**src/rtl/uart_tx_fifo.sv**
```systemverilog
// UART transmitter with a push FIFO, runtime baud divisor and 1/2 stop bits.
// Define UART_TX_PARITY_EN to add the ParityEn/ParityOdd ports and a parity bit state.
module uart_tx_fifo #(
    parameter int DATA_BITS  = 8,
    parameter int FIFO_DEPTH = 4,
    parameter int DIV_W      = 16
) (
    input  logic                          Clock,
    input  logic                          Reset,
    input  logic [DIV_W-1:0]              Divisor,
    input  logic                          StopTwo,
`ifdef UART_TX_PARITY_EN
    input  logic                          ParityEn,
    input  logic                          ParityOdd,
`endif
    input  logic                          in_valid,
    output logic                          in_ready,
    input  logic [DATA_BITS-1:0]          in_data,
    output logic [$clog2(FIFO_DEPTH):0]   level,
    output logic                          busy,
    output logic                          finish,
    output logic                          TX
);
    localparam int PTR_W = $clog2(FIFO_DEPTH);
    localparam int LVL_W = PTR_W + 1;
    localparam int BIT_W = $clog2(DATA_BITS);

    typedef enum logic [2:0] {
        S_IDLE,
        S_START,
        S_DATA,
        S_PARITY,
        S_STOP
    } state_t;

    state_t                 state_q, state_d;
    logic [DATA_BITS-1:0]   mem_q [FIFO_DEPTH];
    logic [DATA_BITS-1:0]   mem_d [FIFO_DEPTH];
    logic [PTR_W-1:0]       wr_ptr_q, wr_ptr_d;
    logic [PTR_W-1:0]       rd_ptr_q, rd_ptr_d;
    logic [LVL_W-1:0]       level_q, level_d;
    logic [DATA_BITS-1:0]   shift_q, shift_d;
    logic [DIV_W-1:0]       div_q, div_d;
    logic [DIV_W-1:0]       cnt_q, cnt_d;
    logic [BIT_W-1:0]       bit_q, bit_d;
    logic                   stop_two_q, stop_two_d;
    logic                   stop_rem_q, stop_rem_d;
    logic                   tx_q, tx_d;
    logic                   finish_q, finish_d;
    logic                   busy_q, busy_d;
`ifdef UART_TX_PARITY_EN
    logic                   par_en_q, par_en_d;
    logic                   par_q, par_d;
`endif
    logic                   push;
    logic                   pop;
    logic                   tick;
    logic [DATA_BITS-1:0]   head;

    assign in_ready = (level_q != LVL_W'(FIFO_DEPTH));
    assign level    = level_q;
    assign busy     = busy_q;
    assign finish   = finish_q;
    assign TX       = tx_q;

    always_comb begin
        push       = in_valid && in_ready;
        pop        = 1'b0;
        tick       = (cnt_q == '0);
        head       = mem_q[rd_ptr_q];
        state_d    = state_q;
        mem_d      = mem_q;
        wr_ptr_d   = wr_ptr_q;
        rd_ptr_d   = rd_ptr_q;
        level_d    = level_q;
        shift_d    = shift_q;
        div_d      = div_q;
        cnt_d      = tick ? div_q : cnt_q - DIV_W'(1);
        bit_d      = bit_q;
        stop_two_d = stop_two_q;
        stop_rem_d = stop_rem_q;
        tx_d       = tx_q;
        finish_d   = 1'b0;
`ifdef UART_TX_PARITY_EN
        par_en_d   = par_en_q;
        par_d      = par_q;
`endif
        case (state_q)
            S_IDLE: begin
                cnt_d = cnt_q;
                pop   = (level_q != '0);
            end
            S_START: begin
                if (tick) begin
                    state_d = S_DATA;
                    tx_d    = shift_q[0];
                    shift_d = shift_q >> 1;
                    bit_d   = BIT_W'(DATA_BITS - 1);
                end
            end
            S_DATA: begin
                if (tick) begin
                    if (bit_q != '0) begin
                        tx_d    = shift_q[0];
                        shift_d = shift_q >> 1;
                        bit_d   = bit_q - BIT_W'(1);
                    end else begin
                        state_d    = S_STOP;
                        tx_d       = 1'b1;
                        stop_rem_d = stop_two_q;
`ifdef UART_TX_PARITY_EN
                        if (par_en_q) begin
                            state_d = S_PARITY;
                            tx_d    = par_q;
                        end
`endif
                    end
                end
            end
`ifdef UART_TX_PARITY_EN
            S_PARITY: begin
                if (tick) begin
                    state_d    = S_STOP;
                    tx_d       = 1'b1;
                    stop_rem_d = stop_two_q;
                end
            end
`endif
            S_STOP: begin
                if (tick) begin
                    if (stop_rem_q) begin
                        stop_rem_d = 1'b0;
                    end else begin
                        finish_d = 1'b1;
                        state_d  = S_IDLE;
                        pop      = (level_q != '0);
                    end
                end
            end
            default: state_d = S_IDLE;
        endcase

        // A pop always starts a new frame: frame config is captured only here.
        if (pop) begin
            state_d    = S_START;
            tx_d       = 1'b0;
            shift_d    = head;
            div_d      = Divisor;
            cnt_d      = Divisor;
            stop_two_d = StopTwo;
            rd_ptr_d   = rd_ptr_q + PTR_W'(1);
`ifdef UART_TX_PARITY_EN
            par_en_d   = ParityEn;
            par_d      = (^head) ^ ParityOdd;
`endif
        end
        if (push) begin
            mem_d[wr_ptr_q] = in_data;
            wr_ptr_d        = wr_ptr_q + PTR_W'(1);
        end
        if (push && !pop) level_d = level_q + LVL_W'(1);
        else if (pop && !push) level_d = level_q - LVL_W'(1);
        busy_d = (state_d != S_IDLE);
    end

    always_ff @(posedge Clock) begin
        mem_q <= mem_d;
        if (Reset) begin
            state_q    <= S_IDLE;
            wr_ptr_q   <= '0;
            rd_ptr_q   <= '0;
            level_q    <= '0;
            shift_q    <= '0;
            div_q      <= '0;
            cnt_q      <= '0;
            bit_q      <= '0;
            stop_two_q <= 1'b0;
            stop_rem_q <= 1'b0;
            tx_q       <= 1'b1;
            finish_q   <= 1'b0;
            busy_q     <= 1'b0;
`ifdef UART_TX_PARITY_EN
            par_en_q   <= 1'b0;
            par_q      <= 1'b0;
`endif
        end else begin
            state_q    <= state_d;
            wr_ptr_q   <= wr_ptr_d;
            rd_ptr_q   <= rd_ptr_d;
            level_q    <= level_d;
            shift_q    <= shift_d;
            div_q      <= div_d;
            cnt_q      <= cnt_d;
            bit_q      <= bit_d;
            stop_two_q <= stop_two_d;
            stop_rem_q <= stop_rem_d;
            tx_q       <= tx_d;
            finish_q   <= finish_d;
            busy_q     <= busy_d;
`ifdef UART_TX_PARITY_EN
            par_en_q   <= par_en_d;
            par_q      <= par_d;
`endif
        end
    end

endmodule

```
**config.mk**
```make
export PLATFORM = sky130hd
export DESIGN_NAME = uart_tx_fifo
export DESIGN_NICKNAME = d
export VERILOG_FILES = /design/src/rtl/uart_tx_fifo.sv
export SDC_FILE = /design/constraint.sdc
export NUM_CORES = 1
export LEC_CHECK = 0
export BUFFER_PORTS_ARGS = -buffer_cell sky130_fd_sc_hd__buf_4
export CORE_UTILIZATION = 40
export CTS_BUF_LIST = sky130_fd_sc_hd__clkbuf_8
export CTS_CLUSTER_SIZE = 10
export DETAILED_ROUTE_END_ITERATION = 10
export PLACE_DENSITY = 0.58
export RECOVER_POWER = 25
export SLEW_MARGIN = 20
export SYNTH_ARGS = -nofsm -noshare
export SYNTH_HDL_FRONTEND = slang
export SYNTH_SLANG_ARGS = --single-unit
```
**constraint.sdc**
```tcl
create_clock -name Clock -period 2.72 [get_ports Clock]
set_input_delay 0.408 -clock Clock [delete_from_list [all_inputs] [get_ports Clock]]
set_output_delay 0.408 -clock Clock [all_outputs]
set_load 0.02 [all_outputs]
```
# After elaboration in Yosys (flattened, before gate mapping)
# Cells that the tools add are included.
# totals
regBits	90
inputBits	28
elab_cells	103
output_inout_bits	7
# op_classes
reduce_logical	20
add_sub_neg	6
n_mux	40
eq_ne	13
n_bitwise	4
magnitude_cmp	3
# ops
op	n
$mux W8	7
$mux W16	3
$mux W3	11
$bwmux W32	1
$bmux W8 S2	1
$demux W8 S2	1
$logic_not A16 Y1	1
$pmux W8 S2	1
$sub A16 B1 Y16 const B	1
$ne A2 B2 Y1 const B	6
$ne A3 B3 Y1 const B	4
$pmux W3 S4	1
$reduce_and A4 Y1	3
$reduce_bool A3 Y1	4
$mux W1	10
$ge A3 B3 Y1 const B	2
$not A2 Y3	2
$pmux W1 S2	3
$pmux W3 S2	1
$reduce_bool A2 Y1	3
$sub A3 B1 Y3 const B	2
$add A2 B1 Y2 const B	2
$logic_and A1 B1 Y1	4
$add A3 B1 Y3 const B	1
other kinds (9)	11

# Longest topological paths before layout
# logic_depth
ltp_word	7
mapped_depth	13

# Worst setup path before layout
# Ideal clock, no wire load.
# synth_path
kind	register to register
from	register level_q[0], in the netlist level[0]
to	register level_q[2], in the netlist level[2]
setup_slack_ps	80
stages_incl_launch_ff	12
t_required_ps	2650
path_buffers	1
arrival_ps	2569
cell_sequence	dfxtp_1 or3_1 nand2_1 a21oi_2 inv_2 buf_2 ha_1 inv_1 fa_1 xor2_1 or3_1 a21oi_1
# synth_via
elab_chain_cells	7
elab_cells_between_ends	15
# synth_lines
element	line	text
from (decl)	41	logic [LVL_W-1:0] level_q, level_d;
from (signal assigned)	190	level_q <= level_d;
$reduce_bool A3 Y1	91, 136	
$mux W1	131	if (stop_rem_q) begin
$mux W1	130	if (tick) begin
$pmux W1 S2	88	case (state_q)
$logic_not A1 Y1	161	if (push && !pop) level_d = level_q + LVL_W'(1);
$logic_and A1 B1 Y1	161	
$mux W3 or $reduce_bool A2 Y1 (tied branches)	n/a	
# Parallel ways exist; a longest one is shown, timed or not. The select of a mux whose other input is x is not followed.
# A chain may end at the register's enable or synchronous reset.

# Worst setup path in the final report
# Same ends and word-level chain as after synthesis.

==> metrics.md <==
| Metric | Value |
|---|---|
| First-pass detailed-route iteration total | 4 |
| Status | finished, final reports clean |
| Drt total wl | 9220 um |
| Mapped Nets | 438 |
| Vias in the first global route | 3111 |
| Buffers plus inverters on the worst setup path | 2 |
| Worst stage delay on the critical path | 0.46 ns |
| I/O pins | 35 |
| Max IR drop VDD | 0.000474 V |
| Data required, critical path | 3.01 ns |
| Cell repeated most along the worst path | or3_1 |
| Layout cells sized above 1 | 17.0% |
| Max-cap viol count | 0 |
| Clock latency on the worst-skew pair | 0.36 ns |
| Crit path cell chain | or3_1 -> nand2_1 -> a21oi_2 -> inv_2 -> ha_1 -> inv_1 -> fa_1 -> xor2_1 -> or3_1 -> a21oi_1 |
| Nets | 472 |
| Die ar. | 10800 um2 |
| Initial antenna violation count | 0 |
| Worst slew pin tran | 0.633 ns |
| Post-Synthesis Cells | 401 |
| Fin worst setup slack | 0.198 ns |
| RSZ-0062 raised after global routing | false |
| Clock slew at reported path FFs | 0.10 ns |
| Starting Density | 41.8% |
| Initial drt markers | 174 |
| Global route overflow | 0 |
| First-pass GRT wire length | 15800 um |
| Critical Path End | level[2]$_SDFFE_PP0P_ |
| Row count | 36 |
| Mean area per synthesized cell | 10.3 um2 |
| Min Tclk post-route | 2.52 ns |
| Gpl congestion | 0.816 |
| Register-to-register path setup slack | 0.20 ns |
| Top achievable clock speed | 397 MHz |
| Ys async rst share | 0% |
| Pwr/cell area | 1110 nW/um2 |
| Type of the tightest min-delay check | in -> reg |
| Power consumption | 5.21 mW |
| Slowest CP cell | or3_1 |
| CTS sink cnt | 90 |
| Launch point of the worst path | level[0]$_SDFFE_PP0P_ |
| Synthesis-to-layout area growth | 13.9% |
| Max-slew headroom | 57.7% |
| Antenna Cells | 0 |
| Routed vias/inst | 5.42 |
| Die Width | 104 um |
| Worst reg-to-reg path cell count | 10 |
| Hold Fails Final Rpt | 0 |
| Dpl cells | 557 |
| FF+latch count, synth | 90 |
| DRC viols | 0 |
| Post-route ant nets | 0 |
| Slew Viols, Final | 0 |
| Avg WL per Cell | 16.1 um |
| Global Route Usage Sum | 18.4% |
| Area of the mapped netlist | 4140 um2 |
| Clock root cell | clkbuf_8 |
| Max Root-Sink Buffers | 2 |
| CTS tree | yes |
| Final setup vio count | 0 |
| Largest net degree at the start of global routing | 36 |
| Hold-fix buffers, CTS | 0 |
| Die Ht | 104 um |
| Worst flop-to-flop path startpoint | level[0]$_SDFFE_PP0P_ |
| Post-Place Setup Slack | 0.212 ns |
| Crit path launch type | flip-flop |
| Register area share after synthesis | 51.3% |
| H-tree depth | 3 |
| CP endpoint kind | flip-flop |
| Synth Warn # | 0 |
| Port Buffers | 34 |
| Setup_tns | 0 ns |
| Distinct cell type count after synthesis | 57 |
| CORE AREA | 9910 um2 |
| Finished Layout Cells | 573 |
| Largest delay contributor family on the critical path | simple AND/OR/NAND/NOR gates |
| Cts bufs inserted | 9 |
| Core Util, Final | 47.6% |
| Via count | 3107 |
| Worst path depth | 10 |
| Part of the cycle the worst path needs | 92.7% |
| Worst reg2reg endpoint | level[2]$_SDFFE_PP0P_ |
| Main flop type after synthesis | dfxtp_1 |
| Skew final | 0.0137 ns |
| EDFF count, synth | 32 |
| WS Path Type | reg -> reg |
| HP Start | Divisor[3] |
| Worst Path Max Fanout | 5 |
| DPL Wire Length | 6470 um |
| Crit path arrival time | 2.82 ns |
| Leak | 1.70 nW |
[where the power goes]
part | total (mW) | internal, mW | switching (mW)
Combinational | 2.27 | 0.945 | 1.32
Sequential | 2.04 | 1.72 | 0.320
Clock | 0.905 | 0.366 | 0.540
[timing repair]
action,CTS,global route
gates resized for setup,0,1
buffers inserted,0,0
endpoints found under the setup margin,0,1
[worst reg2reg max path, delay by kind of cell (launching register included)]
kind,cells,cell delay (ns)
and+or+nand+nor,3,0.98
adders and majority gates,2,0.56
AOI/OAI and AO/OA,2,0.21
DFF,1,0.39
buffers and inverters,2,0.15
xor gates and xnor gates,1,0.18
[cell type report]
class                           instances  area (um2)
Sequential cell                        90        2120
Fill cell                             961        5190
Clock buffer                            9         124
Clock inverter                          7        76.3
Timing Repair Buffer                   47         323
Multi-Input combinational cell        276        1860
Inverter                               11        41.3
Tap cell                              133         166
[sequential cells by signal, summed over array words and instances (netlist names)]
name	count
TX	1
bit_q	3
busy	1
cnt_q	16
div_q	16
finish	1
level	3
mem_q	32
rd_ptr_q	2
shift_q	8
state_q	3
stop_rem_q	1
stop_two_q	1
wr_ptr_q	2
[logic make-up (layout without fill, tap and decap cells)]
group | count (synthesis) | in the layout | synth area share, %
adder cells (fa/ha/maj) | 9 | 9 | 2.90
buffers and inverters | 35 | 74 | 3.96
multiplexers | 15 | 15 | 6.04
AO/OA/AOI/OAI | 110 | 110 | 17.1
XOR/XNOR | 10 | 10 | 2.12
flip-flops | 90 | 90 | 51.3
AND/OR/NAND/NOR | 132 | 132 | 16.7
[through the flow]
stage / hold WS (ns) / cell area [um2]
4_1_cts: 0.222 / 4740
3_3_place_gp: 0.442 / 4540
5_1_grt: 0.280 / 4720
2_1_floorplan: 0.433 / 4140
6_report: 0.276 / 4720
3_5_place_dp: 0.446 / 4540
[per-layer routing]
| layer | routed length [um] | vias to the layer above | global-route usage (%) |
|---|---|---|---|
| met5 | 0 | - | 0 |
| met4 | 136 | 0 | 5.71 |
| met3 | 330 | 10 | 3.59 |
| met2 | 4490 | 53 | 30.9 |
| met1 | 4260 | 1500 | 23.9 |
| li1 | - | 1544 | - |
[cell usage after synthesis (5+ instances only)]
library cell,n,share of area (%)
a21oi_1,36,4.4
a22oi_1,20,3.6
and3_1,6,0.91
buf_1,5,0.45
buf_2,8,0.97
clkbuf_1,7,0.63
dfxtp_1,58,28
edfxtp_1,32,23
ha_1,8,2.4
inv_1,10,0.91
mux2i_1,7,1.7
mux4_2,8,4.4
nand2_1,51,4.6
nand3_1,14,1.7
nor2_1,24,2.2
nor3_1,11,1.3
o21ai_0,13,1.6
o21ai_1,14,1.7
xnor2_1,5,1.1
xor2_1,5,1.1
[cell usage in the layout, fill, tap and decap left out, types with 4 or more instances in the layout]
master,Yosys,final
buf_4,2,39
dfxtp_1,58,58
mux4_2,8,8
edfxtp_1,32,32
o21ai_1,14,14
a21oi_1,36,36
nand2_1,51,51
ha_1,8,8
inv_1,10,10
mux2i_1,7,7
nor2_1,24,24
clkbuf_8,0,9
and2_1,4,4
o21ai_0,13,13
clkbuf_1,7,8
a22oi_1,20,20
nor3_1,11,11
xnor2_1,5,5
nand3_1,14,14
and3_1,6,6
xor2_1,5,5
[how the worst min path moves through the flow]
stage	endpoint	slack [ns]	cells past startpoint
floorplan	div_q[14]$_SDFFE_PP0P_	0.43	2
global placement	div_q[14]$_SDFFE_PP0P_	0.44	2
detailed placement	div_q[14]$_SDFFE_PP0P_	0.45	2
CTS	mem_q[22]$_DFFE_PP_	0.22	1
global route	div_q[2]$_SDFFE_PP0P_	0.28	3
finish	cnt_q[3]$_SDFFE_PP0P_	0.28	3
(Power assumes the default switching activity.)
